===== src/rtl/demux_valid_n_if.sv =====
// Stream bundle for demux_valid_n: upstream word/valid/ready plus per-lane
// valid/ready/data, with the monitor tap (data_tran, drop).
interface demux_valid_n_if #(
   parameter int WIDTH   = 4,
   parameter int NUM_OUT = 2
);
   localparam int SEL_W = (NUM_OUT > 1) ? $clog2(NUM_OUT) : 1;

   logic                     mode;
   logic [SEL_W-1:0]         sel_in;
   logic                     valid_in;
   logic [WIDTH-1:0]         data_in;
   logic                     ready_in;
   logic [NUM_OUT-1:0]       ready_out;
   logic [NUM_OUT-1:0]       valid_out;
   logic [NUM_OUT*WIDTH-1:0] data_out;
   logic [WIDTH-1:0]         data_tran;
   logic                     drop;

   // Source and consumers side.
   modport master (
      output mode, sel_in, valid_in, data_in, ready_out,
      input  ready_in, valid_out, data_out, data_tran, drop
   );

   // Demux side.
   modport slave (
      input  mode, sel_in, valid_in, data_in, ready_out,
      output ready_in, valid_out, data_out, data_tran, drop
   );
endinterface


===== src/rtl/demux_valid_n.sv =====
// Routes a valid-qualified word stream to NUM_OUT one-entry lanes, either
// round-robin (mode=0) or by sel_in (mode=1); out-of-range selects are dropped.
module demux_valid_n #(
   parameter int WIDTH   = 4,
   parameter int NUM_OUT = 2
) (
   input  logic           clk,
   input  logic           reset_L,
   demux_valid_n_if.slave bus
);
   localparam int SEL_W = (NUM_OUT > 1) ? $clog2(NUM_OUT) : 1;

   logic [SEL_W-1:0]   ptr_reg;
   logic [SEL_W-1:0]   ptr_next;
   logic [SEL_W-1:0]   tgt;
   logic               tgt_bad;
   logic               ready;
   logic               accept;
   logic               load_ok;
   logic [NUM_OUT-1:0] valid_vec;
   logic [NUM_OUT-1:0] load_vec;
   logic [WIDTH-1:0]   data_arr [NUM_OUT];
   logic [WIDTH-1:0]   tran_reg;
   logic               drop_reg;

   // Ready looks only at the targeted lane; a bad select always accepts so it can be discarded.
   always_comb begin
      tgt     = bus.mode ? bus.sel_in : ptr_reg;
      tgt_bad = bus.mode && ({1'b0, bus.sel_in} >= (SEL_W+1)'(NUM_OUT));
      ready   = tgt_bad ? 1'b1 : (!valid_vec[tgt] || bus.ready_out[tgt]);
      accept  = bus.valid_in && ready;
      load_ok = accept && !tgt_bad;
   end

   always_comb begin
      ptr_next = ptr_reg;
      if (load_ok && !bus.mode) begin
         ptr_next = (ptr_reg == SEL_W'(NUM_OUT - 1)) ? '0 : ptr_reg + SEL_W'(1);
      end
   end

   always_ff @(posedge clk or negedge reset_L) begin
      if (!reset_L) begin
         ptr_reg  <= '0;
         tran_reg <= '0;
         drop_reg <= 1'b0;
      end else begin
         ptr_reg  <= ptr_next;
         drop_reg <= accept && tgt_bad;
         if (accept) begin
            tran_reg <= bus.data_in;
         end
      end
   end

   for (genvar gi = 0; gi < NUM_OUT; gi++) begin : g_lane
      logic             valid_reg;
      logic [WIDTH-1:0] data_reg;

      assign load_vec[gi] = load_ok && (tgt == SEL_W'(gi));

      // A load wins over a drain so a lane can refill every cycle.
      always_ff @(posedge clk or negedge reset_L) begin
         if (!reset_L) begin
            valid_reg <= 1'b0;
            data_reg  <= '0;
         end else if (load_vec[gi]) begin
            valid_reg <= 1'b1;
            data_reg  <= bus.data_in;
         end else if (valid_reg && bus.ready_out[gi]) begin
            valid_reg <= 1'b0;
         end
      end

      assign valid_vec[gi] = valid_reg;
      assign data_arr[gi]  = data_reg;
   end

   always_comb begin
      bus.data_out = '0;
      for (int i = 0; i < NUM_OUT; i++) begin
         bus.data_out[i*WIDTH +: WIDTH] = data_arr[i];
      end
   end

   assign bus.ready_in  = ready;
   assign bus.valid_out = valid_vec;
   assign bus.data_tran = tran_reg;
   assign bus.drop      = drop_reg;
endmodule


===== src/flat_wrapper.sv =====
// flat-port wrapper written by rule: the top's interface ports become plain ports
module demux_valid_n_flat 
#(
   parameter int WIDTH   = 4,
   parameter int NUM_OUT = 2
)
  (clk, reset_L, bus_mode, bus_sel_in, bus_valid_in, bus_data_in, bus_ready_out, bus_ready_in, bus_valid_out, bus_data_out, bus_data_tran, bus_drop);
  demux_valid_n_if #(.WIDTH(WIDTH), .NUM_OUT(NUM_OUT)) bus_i ();
  input  logic clk;
  input  logic reset_L;
  input wire logic [$bits(bus_i.mode)-1:0] bus_mode;
  input wire logic [$bits(bus_i.sel_in)-1:0] bus_sel_in;
  input wire logic [$bits(bus_i.valid_in)-1:0] bus_valid_in;
  input wire logic [$bits(bus_i.data_in)-1:0] bus_data_in;
  input wire logic [$bits(bus_i.ready_out)-1:0] bus_ready_out;
  output wire logic [$bits(bus_i.ready_in)-1:0] bus_ready_in;
  output wire logic [$bits(bus_i.valid_out)-1:0] bus_valid_out;
  output wire logic [$bits(bus_i.data_out)-1:0] bus_data_out;
  output wire logic [$bits(bus_i.data_tran)-1:0] bus_data_tran;
  output wire logic [$bits(bus_i.drop)-1:0] bus_drop;
  assign bus_i.mode = bus_mode;
  assign bus_i.sel_in = bus_sel_in;
  assign bus_i.valid_in = bus_valid_in;
  assign bus_i.data_in = bus_data_in;
  assign bus_i.ready_out = bus_ready_out;
  assign bus_ready_in = bus_i.ready_in;
  assign bus_valid_out = bus_i.valid_out;
  assign bus_data_out = bus_i.data_out;
  assign bus_data_tran = bus_i.data_tran;
  assign bus_drop = bus_i.drop;
  demux_valid_n #(.WIDTH(WIDTH), .NUM_OUT(NUM_OUT)) u_core (.clk(clk), .reset_L(reset_L), .bus(bus_i));
endmodule

===== config.mk =====
export PLATFORM = sky130hd
export DESIGN_NAME = demux_valid_n_flat
export DESIGN_NICKNAME = d
export VERILOG_FILES = /design/src/rtl/demux_valid_n_if.sv /design/src/rtl/demux_valid_n.sv /design/src/flat_wrapper.sv
export SDC_FILE = /design/constraint.sdc
export NUM_CORES = 1
export LEC_CHECK = 0
export ABC_CLOCK_PERIOD_IN_PS = 3660
export CAP_MARGIN = 20
export CORE_MARGIN = 2
export CORE_UTILIZATION = 44
export DETAILED_ROUTE_END_ITERATION = 12
export PLACE_DENSITY_LB_ADDON = 0.08
export SYNTH_ARGS = -nofsm -noshare
export SYNTH_HDL_FRONTEND = slang
export SYNTH_SLANG_ARGS = --single-unit

===== constraint.sdc =====
create_clock -name clk -period 3.66 [get_ports clk]
set_clock_uncertainty 0.05 [all_clocks]
set_input_delay 0.915 -clock clk [delete_from_list [all_inputs] [get_ports clk]]
set_output_delay 0.915 -clock clk [all_outputs]
set_load 0.01 [all_outputs]

==> run_results.csv, run 1 <==
group,metric,value,unit
worst_setup_path,reg2reg_depth,4,
pwr,p_leak,0.411,nW
layout,multiInputGateArea,263,um^2
cts,path_clk_slew,0.09,ns
sta,fin_setup_tns,0,ns
route,drt_iter0_drc,3,
cts,numClockSinks,15,
layout,num-nets-final,81,
die,num_io_pins,27,
synth,synth_top_family_by_area,"multiplexers",
synth,synthMuxAreaShare,26.5,%
die,start_util,48.9,%
worst_setup_path,critPathKind,"in2out",
worst_setup_path,r2r_start,"u_core.ptr_reg$_DFFE_PN0P_",
sta,worst_slew_pin_slew,0.671,ns
cts,cts_hold_buf,0,
synth,yosys-top-cells-area,"dfrtp_1 (57%), mux2_2 (15%), mux2_4 (9.1%), buf_4 (3.4%), nand3b_4 (3.0%)",
placed_design,place.gp.congestion,0.621,
synth,synth_cells,43,
layout,area_growth,41.5,%
die,die_area,0.00183,mm^2
synth,synth_edf_count,0,
synth,yosysWarnings,0,
cts,postCtsSetupRepairBufs,0,
synth,synth_seq_area_share,56.8,%
global_route,grt_max_degree,16,
placed_design,hpwlAfterDp,909,um
die,rows,13,
synth,ys.flop_type,"dfrtp_1",
layout,layout-drive-gt1-share,33.3,%
hold_path,hp-start,"u_core.g_lane[1].data_reg[1]$_DFFE_PN0P_",
synth,yosys.area_share.simple,11.0,%
worst_setup_path,crit_required,2.69,ns
worst_setup_path,arrival,2.56,ns
flow_run,maxCapViolCount,0,
synth,yosys.area.top_type,"dfrtp_1",
outcome,status,"completed",
die,core-area,0.00135,mm^2
die,dieHeight,42.8,um
worst_setup_path,crit_path_start_kind,"input port",
synth,synth_compound_gate_area_share,1.70,%
global_route,grt_usage,15.0,%
global_route,grt_pass1_wl,2000,um
route,dr_total_vias,428,
synth,ys_async_sr_fraction,100,%
pwr,p_clk_share,16.0,%
hold_path,hold_path_class,"reg2reg",
cts,h-tree-depth,1,
hold_path,hold_depth,1,
global_route,grt_overflow,0,
route,wl,1200,um
synth,synth.most_common_cell,"dfrtp_1",
layout,n_fill_cell,107,
synth,yosysUniqueCellTypes,15,
synth,avgSynthCellArea,15.4,um^2
synth,ys_top_cells_by_count,"dfrtp_1 (15), mux2_2 (9), mux2_4 (4)",
sta,maxSlewHeadroom,55.1,%
route,drt_first_pass_iters,3,
cts,numCtsBuffers,3,
sta,worst_slack,0.136,ns
layout,layoutNonFillerInstCount,84,
placed_design,preCtsSetupSlack,0.137,ns
die,die_x,42.8,um
pwr,p_seq_share,42.2,%
global_route,grt_pass1_vias,447,
sta,drv_slew,0,
layout,diodes,0,
global_route,grt_antenna_before_repair,0,
layout,largest_reg_flops,8,
cts,clock_latency,0.28,ns
route,avgRoutedWirePerCell,14.3,um
sta,fmax,0.284,GHz
pwr,p_per_area,629,mW/mm^2
synth,synth.net_count,54,
worst_setup_path,worstReg2RegEnd,"u_core.bus.data_tran[2]$_DFFE_PN0P_",
route,route.detailed.drc,0,
route,detail_route.vias_per_cell,5.10,
pwr,p_int,0.000420,W
sta,finalCritPeriodShare,96.3,%
worst_setup_path,reg2reg_setup_slack,2.14,ns
synth,syn_area,661,um^2
sta,setup_viol,0,
pwr,power_frac_comb,41.8,%
synth,ys_ff_latch,15,
worst_setup_path,end_kind,"output port",
sta,post-route-min-period,3.52,ns
worst_setup_path,crit_fanout,3,
synth,synth_xor_area_share,0,%
layout,final_core_util,69.2,%
placed_design,port_buffers,25,
hold_path,holdPathEnd,"u_core.g_lane[1].data_reg[1]$_DFFE_PN0P_",
cts,cts_resized,0,
layout,area.sequential,375,um^2
sta,rsz0062_at_grt,"no",
placed_design,dp_cells,80,
pwr,net-switching-power,0.000168,W
cts,cts_tree,"yes",
cts,cts_root_buf,"clkbuf_4",
cts,cts_buffer_depth,2,
sta,timing_hold_violations_final,0,
synth,synth_fa_ha_area_share,0,%
synth,synth_top_area_share,56.8,%
pwr,ir_worst_vdd,0.000384,V
route,antenna_left,0,
pwr,p_sw_share,28.6,%
[power groups by stage]
stage	sequential (W)	combinational (W)	clock, W
after floorplan	0.000272	0.0000983	0
after global placement	0.000251	0.000245	0
after detailed placement	0.000252	0.000249	0
after CTS	0.000250	0.000249	0.0000989
after global routing	0.000255	0.000261	0.000107
final	0.000248	0.000246	0.0000938
[placed cells by master, fill, tap and decap left out, types with 2 or more instances in the layout]
| master | Yosys | final |
|---|---|---|
| dfrtp_1 | 15 | 15 |
| nand2_1 | 2 | 2 |
| clkdlybuf4s50_1 | 0 | 25 |
| clkbuf_4 | 0 | 3 |
| mux2_4 | 4 | 4 |
| mux2_2 | 9 | 9 |
[worst max-delay path by stage]
stage	startpoint	to	slack [ns]	depth (start not counted)
floorplan	bus_mode	bus_ready_in	1.15	2
global placement	bus_mode	bus_ready_in	0.17	4
detailed placement	bus_mode	bus_ready_in	0.14	4
CTS	bus_mode	bus_ready_in	0.13	4
global route	bus_mode	bus_ready_in	0.07	4
finish	bus_mode	bus_ready_in	0.14	4
[area by class of cell]
| class | count | share of cell area (%) |
|---|---|---|
| sequential | 15 | 40.2 |
| multi-input combinational | 25 | 28.1 |
| timing repair buffer | 25 | 26.8 |
| clock buffer | 3 | 2.41 |
| tap | 15 | 2.01 |
| clock inverter | 1 | 0.535 |
[kinds of logic after synthesis]
family / after synthesis
and+or+nand+nor: 8
AOI/OAI and AO/OA: 2
DFF: 15
buffers and inverters: 3
other: 1
muxes: 14
[metal layers]
layer | global-route usage, % | up-vias | share of wire, % | wire length, um
met2 | 23.3 | 17 | 49 | 589
met3 | 4.26 | 2 | 5.9 | 71
met4 | 5.63 | 0 | 0.50 | 6
li1 | - | 202 | - | -
met5 | 0 | - | 0 | 0
met1 | 19.6 | 207 | 45 | 536
[worst max-delay path, cell delays in order]
cell	delay (ns)
clkdlybuf4s50_1	0.50
mux2i_2	0.30
mux2_2	0.36
clkdlybuf4s50_1	0.48
[through the flow]
stage                     total power [W]  hold slack, ns  instance area (um^2)
after CTS                        0.000598           0.467                   935
after global routing             0.000623           0.481                   935
after floorplan                  0.000370           0.420                   661
final                            0.000588           0.462                   935
after detailed placement         0.000500           0.445                   907
after global placement           0.000495           0.437                   907
Note: power is estimated with default switching activity, not from simulation.
==> run 2: changes to the inputs <==
Settings changed: SETUP_SLACK_MARGIN set to 0.4, SKIP_LAST_GASP set to 1.
==> run 2 against run 1 <==
  * Core utilization increased by 0.093 points
  * Routed wire length grew 0.50%
  * Sequential share of layout area fell by 0.054 points
  * Sequential power is essentially flat
  * First-iteration DRC count is 33% lower
  * Total power about the same
  * Global-route usage unchanged
  * Final cell count is the same
  * Critical path type unchanged
==> run_results.csv, run 2 (synthesis gave the netlist of run 1 again) <==
group,metric,value,unit
pwr,power_frac_comb,41.8,%
outcome,status,"completed",
pwr,p_leak,0.417,nW
sta,setup_viol,0,
worst_setup_path,reg2reg_depth,4,
die,die_x,42.8,um
route,drt_first_pass_iters,3,
flow_run,maxCapViolCount,0,
layout,final_common_cell,"clkdlybuf4s50_1",
pwr,p_total,0.000588,W
cts,numCtsBuffers,3,
die,dieHeight,42.8,um
die,core-area,0.00135,mm^2
cts,path_clk_slew,0.09,ns
layout,layout-drive-gt1-share,33.3,%
sta,post-route-min-period,3.19,ns
route,dr_total_vias,427,
route,antenna_left,0,
global_route,grt_max_degree,16,
cts,h-tree-depth,1,
layout,design_area,936,um^2
worst_setup_path,end_kind,"output port",
worst_setup_path,crit_fanout,4,
pwr,ir_worst_vdd,0.000384,V
sta,fin_setup_tns,0,ns
sta,timing_hold_violations_final,0,
route,wl,1210,um
hold_path,hold_depth,1,
cts,cts_buffer_depth,2,
layout,layoutNonFillerInstCount,84,
hold_path,holdPathEnd,"u_core.g_lane[1].data_reg[1]$_DFFE_PN0P_",
hold_path,hold_path_class,"reg2reg",
cts,cts_hold_buf,0,
hold_path,hp-start,"u_core.g_lane[1].data_reg[1]$_DFFE_PN0P_",
global_route,grt_antenna_before_repair,0,
global_route,grt_usage,15.0,%
worst_setup_path,reg2reg_setup_slack,2.11,ns
layout,area_growth,41.7,%
sta,worst_slew_pin_slew,0.672,ns
cts,postCtsSetupRepairBufs,0,
placed_design,port_buffers,25,
pwr,p_int,0.000419,W
cts,cts_resized,3,
sta,drv_slew,0,
worst_setup_path,critPathKind,"in2out",
pwr,p_clk_share,16.0,%
pwr,net-switching-power,0.000169,W
sta,rsz0062_at_grt,"no",
worst_setup_path,r2r_start,"u_core.ptr_reg$_DFFE_PN0P_",
placed_design,hpwlAfterDp,909,um
worst_setup_path,crit_required,2.69,ns
global_route,grt_pass1_wl,2000,um
layout,diodes,0,
sta,whs,0.462,ns
die,rows,13,
global_route,grt_overflow,0,
die,die_area,0.00183,mm^2
route,drt_iter0_drc,2,
sta,finalCritPeriodShare,87.1,%
worst_setup_path,crit_path_start_kind,"input port",
worst_setup_path,arrival,2.22,ns
route,avgRoutedWirePerCell,14.4,um
layout,layout.cells.most_common_list,"clkdlybuf4s50_1 (23), dfrtp_1 (15), mux2_2 (8)",
placed_design,place.gp.congestion,0.621,
cts,cts_root_buf,"clkbuf_4",
sta,maxSlewHeadroom,55.1,%
sta,fmax,0.314,GHz
layout,largest_reg_flops,8,
cts,numClockSinks,15,
cts,cts_tree,"yes",
route,detail_route.vias_per_cell,5.08,
die,start_util,48.9,%
pwr,p_seq_share,42.2,%
placed_design,dp_cells,80,
die,num_io_pins,27,
global_route,grt_pass1_vias,447,
pwr,p_per_area,628,mW/mm^2
route,route.detailed.drc,0,
cts,clock_latency,0.28,ns
pwr,p_sw_share,28.7,%
layout,num-nets-final,81,
worst_setup_path,worstReg2RegEnd,"u_core.bus.data_tran[2]$_DFFE_PN0P_",
placed_design,placed_area,907,um^2
## run 2: cell types whose count changed in the layout (fill, tap and decap cells not counted), sizes merged
cell	before	now
dlygate4sd2	0	2
clkdlybuf4s50	25	23
## run 2: cell type report
cell class              instances  area, um^2
repair buffers                 25         248
well taps                      15        18.8
flip-flops and latches         15         375
multi-input cells              25         267
clock inverters                 1        5.00
fillers                       106         414
clock buffers                   3        22.5
## run 2: metal layers
| layer | routed length [um] | GRT usage (%) |
|---|---|---|
| met1 | 543 | 19.6 |
| met2 | 590 | 23.3 |
| met3 | 69 | 4.26 |
| met4 | 6 | 5.63 |
| met5 | 0 | 0 |
## run 2: per-stage QoR
| step | util, % | worst slack [ns] |
|---|---|---|
| 6_report | 69.3 | 0.472 |
| 3_3_place_gp | 67.2 | 0.173 |
| 5_1_grt | 69.3 | 0.438 |
| 2_1_floorplan | - | 1.15 |
| 3_5_place_dp | 67.2 | 0.137 |
| 4_1_cts | 69.3 | 0.465 |
## run 2: worst max-delay path by stage
| stage | startpoint | to | slack, ns | cells past startpoint |
|---|---|---|---|---|
| 6_report | bus_ready_out[1] | bus_ready_in | 0.47 | 4 |
| 5_1_grt | bus_sel_in | bus_ready_in | 0.44 | 4 |
| 2_1_floorplan | bus_mode | bus_ready_in | 1.15 | 2 |
| 4_1_cts | bus_ready_out[1] | bus_ready_in | 0.46 | 4 |
| 3_5_place_dp | bus_mode | bus_ready_in | 0.14 | 4 |
| 3_3_place_gp | bus_mode | bus_ready_in | 0.17 | 4 |
## run 2: power by group through the flow
stage	Clock [W]	Sequential, W	Combinational [W]
finish	0.0000939	0.000248	0.000246
global route	0.000107	0.000255	0.000260
CTS	0.0000989	0.000250	0.000249
detailed placement	0	0.000252	0.000249
global placement	0	0.000251	0.000245
floorplan	0	0.000272	0.0000983
## run 2: critical path: stages
cell	delay, ns
clkdlybuf4s50_1	0.40
or2b_2	0.35
mux2_4	0.28
dlygate4sd2_1	0.28
